$ cat config.mk
export PLATFORM = sky130hd
export DESIGN_NAME = rr_mux_n
export DESIGN_NICKNAME = d
export VERILOG_FILES = /design/src/rtl/rr_mux_pkg.sv /design/src/rtl/rr_arb.sv /design/src/rtl/rr_mux_n.sv
export SDC_FILE = /design/constraint.sdc
export NUM_CORES = 1
export LEC_CHECK = 0
export ABC_AREA = 1
export CAP_MARGIN = 30
export CORE_MARGIN = 4
export CORE_UTILIZATION = 39
export CTS_CLUSTER_DIAMETER = 120
export DETAILED_ROUTE_END_ITERATION = 6
export PLACE_DENSITY = 0.86
export SLEW_MARGIN = 0
export SYNTH_ARGS = -nofsm -noshare
export SYNTH_HDL_FRONTEND = slang
export SYNTH_SLANG_ARGS = --single-unit
$ cat constraint.sdc
create_clock -name clk -period 3.6 [get_ports clk]
set_clock_uncertainty 0.05 [all_clocks]
set_input_delay 0.9 -clock clk [delete_from_list [all_inputs] [get_ports clk]]
set_output_delay 0.9 -clock clk [all_outputs]
set_load 0.02 [all_outputs]
$ cat src/rtl/rr_mux_pkg.sv
// Shared encodings for the round-robin/direct-select mux: output-register state and mode values.
// No logic or latency of its own.
// No flow control here; the users of these encodings handle backpressure.
package rr_mux_pkg;

    typedef enum logic {
        ST_EMPTY = 1'b0,
        ST_FULL  = 1'b1
    } state_t;

    localparam logic MODE_DIRECT = 1'b0;
    localparam logic MODE_RR     = 1'b1;

endpackage

$ cat src/rtl/rr_arb.sv
// Round-robin search: grants the first requester at or above ptr, wrapping past N-1.
// Purely combinational, zero latency.
// No backpressure; the caller decides whether the grant is used.
module rr_arb #(
    parameter  int N  = 6,
    localparam int PW = $clog2(N)
) (
    input  logic [N-1:0]  req,
    input  logic [PW-1:0] ptr,
    output logic [PW-1:0] grant,
    output logic          grant_vld
);

    int idx;

    always_comb begin
        grant     = '0;
        grant_vld = 1'b0;
        idx       = 0;
        for (int i = 0; i < N; i++) begin
            idx = int'(ptr) + i;
            if (idx >= N) idx = idx - N;
            if (!grant_vld && req[idx]) begin
                grant     = PW'(idx);
                grant_vld = 1'b1;
            end
        end
    end

endmodule

$ cat src/rtl/rr_mux_n.sv
// N:1 mux, direct select or round-robin, into one output register; RR_MUX_GRANT_CNT_EN adds grant_cnt.
// One cycle from input transfer to out_valid.
// in_ready only while the register is empty or draining this cycle (pass-through, no bubble).
module rr_mux_n
    import rr_mux_pkg::*;
#(
    parameter  int WIDTH    = 16,
    parameter  int CHANNELS = 6,
    localparam int SELW     = $clog2(CHANNELS)
) (
    input  logic                      clk,
    input  logic                      rst,
    input  logic                      mode,
    input  logic [SELW-1:0]           sel,
    input  logic [CHANNELS*WIDTH-1:0] in_data,
    input  logic [CHANNELS-1:0]       in_valid,
    output logic [CHANNELS-1:0]       in_ready,
    output logic [WIDTH-1:0]          out_data,
    output logic [SELW-1:0]           out_chan,
    output logic                      out_valid,
    input  logic                      out_ready
`ifdef RR_MUX_GRANT_CNT_EN
    ,
    output logic [15:0]               grant_cnt
`endif
);

    state_t          state, state_nxt;
    logic [SELW-1:0] ptr;
    logic [SELW-1:0] dsel;
    logic [SELW-1:0] arb_grant;
    logic [SELW-1:0] gnt;
    logic            arb_vld;
    logic            reg_free;
    logic            take;

    // Out-of-range select clamps to the top channel.
    assign dsel = (int'(sel) >= CHANNELS) ? SELW'(CHANNELS - 1) : sel;

    rr_arb #(.N(CHANNELS)) u_arb (
        .req       (in_valid),
        .ptr       (ptr),
        .grant     (arb_grant),
        .grant_vld (arb_vld)
    );

    always_comb begin
        state_nxt = state;
        in_ready  = '0;
        gnt       = (mode == MODE_RR) ? arb_grant : dsel;
        reg_free  = (state == ST_EMPTY) || out_ready;
        if (!rst && reg_free) begin
            if (mode == MODE_RR) begin
                if (arb_vld) in_ready[arb_grant] = 1'b1;
            end else begin
                in_ready[dsel] = 1'b1;
            end
        end
        take = |(in_ready & in_valid);
        if (take) begin
            state_nxt = ST_FULL;
        end else if (state == ST_FULL && out_ready) begin
            state_nxt = ST_EMPTY;
        end
    end

    always_ff @(posedge clk) begin
        if (rst) state <= ST_EMPTY;
        else     state <= state_nxt;
    end

    always_ff @(posedge clk) begin
        if (rst) begin
            out_data <= '0;
            out_chan <= '0;
            ptr      <= '0;
        end else if (take) begin
            out_data <= in_data[gnt*WIDTH +: WIDTH];
            out_chan <= gnt;
            if (mode == MODE_RR)
                ptr <= (int'(gnt) == CHANNELS - 1) ? '0 : gnt + SELW'(1);
        end
    end

    assign out_valid = (state == ST_FULL);

`ifdef RR_MUX_GRANT_CNT_EN
    always_ff @(posedge clk) begin
        if (rst)       grant_cnt <= '0;
        else if (take) grant_cnt <= grant_cnt + 16'd1;
    end
`endif

endmodule

==> results of run 1 <==
==> cell families (layout without fill, tap and decap cells) <==
family,after synthesis,count (layout),share of synthesized area
buf+inv,72,275,0.107
fa+ha+maj,12,12,0.0507
mux,1,1,0.00338
xor+xnor,4,4,0.0144
flops,23,23,0.156
compound gates,75,75,0.133
simple gates,344,345,0.537
==> tightest hold or removal path: cells and delay by family (launching register included) <==
kind / cells / cell delay [ns]
simple gates: 1 / 0.07
flops: 1 / 0.32
compound gates: 1 / 0.05
==> per-layer routing <==
layer / routed length (um) / global-route usage / up-vias / part of all wire
met5: 0 / 0 / - / 0
met4: 585 / 0.126 / 0 / 0.045
met3: 1020 / 0.0505 / 52 / 0.079
met2: 6860 / 0.501 / 231 / 0.53
met1: 4450 / 0.276 / 1991 / 0.34
li1: - / - / 2127 / -
==> synthesized netlist by cell type (all sizes together) <==
library cell / n / area [um^2]
xor2: 3 / 26.3
buf: 14 / 95.1
ha: 12 / 150
or2: 1 / 6.26
nand4: 16 / 106
nor3: 5 / 25.0
a21boi: 1 / 18.8
dfxtp: 23 / 460
nor4: 1 / 6.26
a21oi: 29 / 145
o21ai: 45 / 229
nand2: 204 / 803
xnor2: 1 / 16.3
clkbuf: 8 / 30.0
nand3: 51 / 290
inv: 49 / 186
mux2i: 1 / 10.0
nor2: 48 / 216
clkinv: 1 / 3.75
nand3b: 18 / 135
==> timing repair <==
item,CTS,global route
pin swaps,28,51
gates resized for setup,91,53
setup endpoints to repair,27,29
hold buffers,0,0
setup buffers,8,9
endpoints found under the hold margin,0,0
cloned,0,4
==> flip-flops by register name, indices dropped and copies added (netlist names) <==
| register | flops |
|---|---|
| out_chan | 3 |
| out_data | 16 |
| out_valid | 1 |
| ptr | 3 |
==> cell type report <==
cell class | count | area [um^2]
Multi-Input combinational cell | 437 | 2580
Timing Repair Buffer | 221 | 2050
Clock buffer | 3 | 41.3
Sequential cell | 23 | 469
Tap cell | 99 | 124
Clock inverter | 1 | 5.00
Inverter | 50 | 209
Fill cell | 566 | 1850
==> final timing paths <==
check	endpoint	from	slack [ns]
max	in_ready[1]	ptr[1]	-0.26
min	out_chan[0]	out_chan[0]	0.43
max reg2reg	out_data[3]	ptr[1]	0.05
min reg2reg	out_chan[0]	out_chan[0]	0.43
==> placed cells by master, fill, tap and decap left out, types with 2 or more instances in the layout <==
cell             Yosys  layout
clkbuf_2             0       2
nand2_8              0       2
a21oi_2              0       2
ha_4                 0       5
dfxtp_4              0       2
o21ai_0             33      30
nand2_4              1       8
nor3_1               5       3
inv_2               11      11
nand3_4              0       5
nand2_1            191     168
o21ai_1             11       7
dfxtp_1             23      20
clkdlybuf4s50_1      0     122
clkbuf_8             0       3
nand4_1             15      15
xor2_2               0       2
clkbuf_16            0       2
nand3b_1            18      18
buf_12               0       2
clkinv_2             0       2
o21ai_2              1       7
nand2_2             12      27
buf_4                5      83
buf_6                2       6
ha_1                12       7
nor3_2               0       2
nor2_4               2       4
nand3_2              7       8
nor2_2               2       5
inv_4                1       2
nand3_1             44      38
dlygate4sd2_1        0       4
inv_1               37      32
inv_6                0       2
a21oi_1             29      26
nor2_1              43      38
==> stage by stage <==
step / TNS (ns) / instance area [um^2] / worst slack, ns
3_5_place_dp: -13.37 / 4840 / -1.03
5_1_grt: -3.92 / 5480 / -0.422
2_1_floorplan: -0.00386 / 3000 / -0.00386
6_report: -1.34 / 5480 / -0.262
3_3_place_gp: -10.11 / 4840 / -0.897
4_1_cts: -1.00 / 5150 / -0.178
==> power breakdown <==
group / total (mW) / switching [mW] / internal (mW) / leakage, nW
clock network: 0.169 / 0.0915 / 0.0777 / 0.0255
registers: 0.426 / 0.0759 / 0.350 / 0.191
logic: 5.97 / 3.49 / 2.48 / 2.36
total: 6.56 / 3.66 / 2.90 / 2.58
==> metrics.txt, run 1 <==
run status=complete, but fails checks; violated checks=setup timing; Distinct cells, synth=33; sequential-to-total area share from yosys stat=0.156; delay-heaviest family, CP=simple AND/OR/NAND/NOR gates; Max stage delay cell, worst path=dfxtp_4; Crit. path cell count=17; Routed WL per cell=15.5 um; Worst setup SP type=flop; Syn Nets=around 650; Longest Clk Path Bufs=2; Worst setup EP type=output port; die width=around 95 um; Rows=31; CP required=2.65 ns; PwrDens=between 1000 and 1500 nW/um^2; clk slew on worst S/H paths=about 0.08 ns; P_leak=2.58 nW; I/O Buffers=roughly 130; worst setup margin=-0.262 ns; Die ar.=about 9000 um^2; DRT Pass-1 Iters=5; pin count of the biggest net entering global routing=28; RSZ-0062 raised after global routing=yes; number of global-route vias before repair=~4300; TritonCTS buffer count=3; total power=~6.6 mW; Vias/cell=roughly 5.3; n_diodes=0; #FFs+latches synth=23; first-pass GRT wire length=around 19 mm; slew margin rel.=0.805; Worst Path Class, Setup=flop to output port; final setup fails=6; Final GP Congestion=0.937; most used cell, CP=inv_2; Layout Nets=around 860; Core Region=7330 um^2; 1st-iter DRT viols=roughly 220; Die Ht=about 95 um; maximum VDD drop=~0.57 mV; final hold slack=about 0.43 ns; Syn Std Cell Area=roughly 3000 um^2; Clock Sinks=23; DRT antenna net count=0; Core Util, Final=0.747; GR Overflow Total=0; max-slew violations=0; non-filler cells, final=834; H-tree level count=1; post-route minimum period=3.86 ns; data arrival time of the worst path=2.91 ns; post-DP HPWL=approximately 9.5 mm; Critical Path Max Stage Delay=0.42 ns; cell chain of the critical path=inv_6, ha_4, buf_4, ha_4, inv_2, a21oi_4, nand3_4, nand3_4, inv_2, nand3_1, nand2_2, nor2_2, nand3_2, a21boi_4, inv_2, nor4_4, buf_4; total of max-cap violations=0; total I/O pin count=~140; synth warn=0; number of cells in the design after placement=~810; Hold Crit Class=flop to flop; via count=between 4000 and 5000; Max Fclk=259 MHz; clock insertion delay at the later pin of the skew report=around 0.28 ns; CTS tree=done; worst-case reg-to-reg path depth=25; Cells after Synth=531; WHS Path Cells=2; average size of a mapped cell=approximately 5.6 um^2; Slew @ Worst Pin=0.290 ns; final hold violations=0; Residual DRC=0; CP bufs+invs=6; Root Driver=clkbuf_8; share of post-route cells with drive strength above 1=0.278; final period utilization=1.07; Crit Path Max Fanout=6; GR Util All Layers=0.264; initial core utilization=0.404; Routed WL=between 10 and 15 mm; initial antenna violation count=0; Layout area overhead=85.1%
Note: power is estimated with default switching activity, not from simulation.
==> inputs of run 2 (changes only) <==
--- a/config.mk
+++ b/config.mk
@@ -7,9 +7,11 @@
 export LEC_CHECK = 0
 export ABC_AREA = 1
 export CAP_MARGIN = 30
+export CORE_ASPECT_RATIO = 0.9
 export CORE_MARGIN = 4
 export CORE_UTILIZATION = 39
 export CTS_CLUSTER_DIAMETER = 120
+export CTS_CLUSTER_SIZE = 16
 export DETAILED_ROUTE_END_ITERATION = 6
 export PLACE_DENSITY = 0.86
 export SLEW_MARGIN = 0
==> run 2 against run 1 <==
The run still ends with setup timing left. Worst setup slack worse by 0.062 ns. First-iteration DRC count increased by 86%. Critical path depth rose by 1. Fmax shrank 1.6%. Worst hold slack improved by 0.018 ns. Cell area is 3.0% higher. Global-route usage down 0.39 points. Critical path type unchanged. Register-to-register slack lost 0.06 ns. Sequential cell count did not move. Utilization increased by 3.4 points.
==> metrics.txt, run 2 (synthesis results as in run 1) <==
run status=complete, but fails checks; violated checks=setup timing; Final Cell Area=5640 um^2; total of max-cap violations=0; Core Util, Final=0.781; clock insertion delay at the later pin of the skew report=0.27 ns; DRT Pass-1 Iters=6; final period utilization=1.09; most common cell after layout, fill and taps aside=nand2_1; CP required=approximately 2.7 ns; slew margin rel.=0.698; TritonCTS buffer count=3; max-slew violations=0; number of cells in the design after placement=803; Die ar.=approximately 9100 um^2; post-route minimum period=just under 4 ns; delay-heaviest family, CP=simple AND/OR/NAND/NOR gates; 1st-iter DRT viols=~400; Slew @ Worst Pin=roughly 0.44 ns; initial antenna violation count=0; dpl cell area=a little under 5000 um^2; share of post-route cells with drive strength above 1=0.305; pin count of the biggest net entering global routing=39; most frequent cells in the layout=165 x nand2_1, 122 x clkdlybuf4s50_1, 78 x buf_4; Worst setup EP type=output port; Worst setup SP type=flop; CP bufs+invs=5; final setup fails=7; RSZ-0062 raised after global routing=yes; via count=4467; GR Overflow Total=0; worst setup margin=-0.325 ns; Crit Path Max Fanout=5; post-DP HPWL=9.60 mm; number of global-route vias before repair=4227; H-tree level count=1; Die Ht=~91 um; Max stage delay cell, worst path=dfxtp_4; Layout area overhead=90.6%; die width=about 100 um; register name with the most flops=out_data; Routed WL per cell=about 17 um; Layout Nets=~860; first-pass GRT wire length=around 20 mm; I/O Buffers=roughly 130; Routed WL=13.8 mm; Clock Sinks=23; GR Util All Layers=0.260; CTS tree=done; Largest register FFs=16; most used cell, CP=nand2_4; Critical Path Max Stage Delay=0.41 ns; Root Driver=clkbuf_8; n_diodes=0; Max Fclk=roughly 250 MHz; data arrival time of the worst path=slightly below 3 ns; initial core utilization=0.410; Rows=29; Worst Path Class, Setup=flop to output port; Final GP Congestion=~0.96; non-filler cells, final=about 830; DRT antenna net count=0; clk slew on worst S/H paths=approximately 0.09 ns; Hold Crit Class=flop to flop; final hold violations=0; total I/O pin count=135; cell chain of the critical path=inv_6, ha_4, inv_6, or2_4, nand2_4, nand2_4, nand2_4, nand2_2, nand3_4, inv_2, nor2_4, nor2_4, nand3b_1, nand3_4, a21boi_4, inv_4, nor4_4, buf_4; Residual DRC=0; Largest regs=out_data: 16 flops, out_chan: 3 flops, ptr: 3 flops; Longest Clk Path Bufs=2; Vias/cell=between 5 and 6; setup slack after placement=-1.07 ns; Core Region=between 7000 and 8000 um^2
run 2: changes by cell type in the layout (fill, tap and decap cells not counted), moves of 5 or more:
cell / previous run / this run
inv_1: 32 / 26
nand3_1: 38 / 33
buf_4: 83 / 78
nand2_2: 27 / 21
inv_2: 11 / 18
nand3_4: 5 / 10
nand2_4: 8 / 17
run 2: worst reg2reg max path, delay by kind of cell (launching register included):
family                     cells  cell delay, ns
and+or+nand+nor               18            2.00
adders and majority gates      1            0.32
DFF                            1            0.41
buffers and inverters          6            0.72
run 2: layout make-up:
| type | instances | area (um^2) |
|---|---|---|
| clock buffer | 4 | 45.0 |
| fill | 465 | 1580 |
| inverter | 50 | 205 |
| multi-input combinational | 437 | 2730 |
| sequential | 23 | 472 |
| tap | 93 | 116 |
| timing repair buffer | 220 | 2070 |
run 2: routing by layer:
metal  part of all wire  wire, um  GRT usage  up-vias
li1                   -         -          -     2126
met1               0.39      5350      0.332     2008
met2               0.49      6800      0.453      290
met3              0.095      1310     0.0456       43
met4              0.023       323     0.0569        0
met5                  0         0          0        -
run 2: repair_timing:
item                                    in CTS  in global routing
buffers inserted                             9                  7
endpoints found under the setup margin      29                 29
pin swaps                                   39                 19
cloned                                       0                  5
gates resized for setup                    124                 66
hold buffers                                 0                  0
run 2: final timing paths:
path               startpoint           end  slack (ns)  cells after the start
setup / recovery       ptr[1]   in_ready[1]       -0.32                     18
hold / removal    out_chan[0]   out_chan[0]        0.45                      2
setup reg to reg       ptr[1]  out_data[15]       -0.01                     25
hold reg to reg   out_chan[0]   out_chan[0]        0.45                      2
run 2: through the flow:
step / TNS (ns) / hold WS, ns
6_report: -1.63 / 0.449
3_5_place_dp: -15.52 / 0.413
2_1_floorplan: -0.00386 / 0.499
4_1_cts: -0.776 / 0.431
3_3_place_gp: -13.39 / 0.402
5_1_grt: -4.44 / 0.488
Power of run 2 is not shown: default switching activity piles up to over one toggle a cycle in this logic, so the estimate is an artifact.
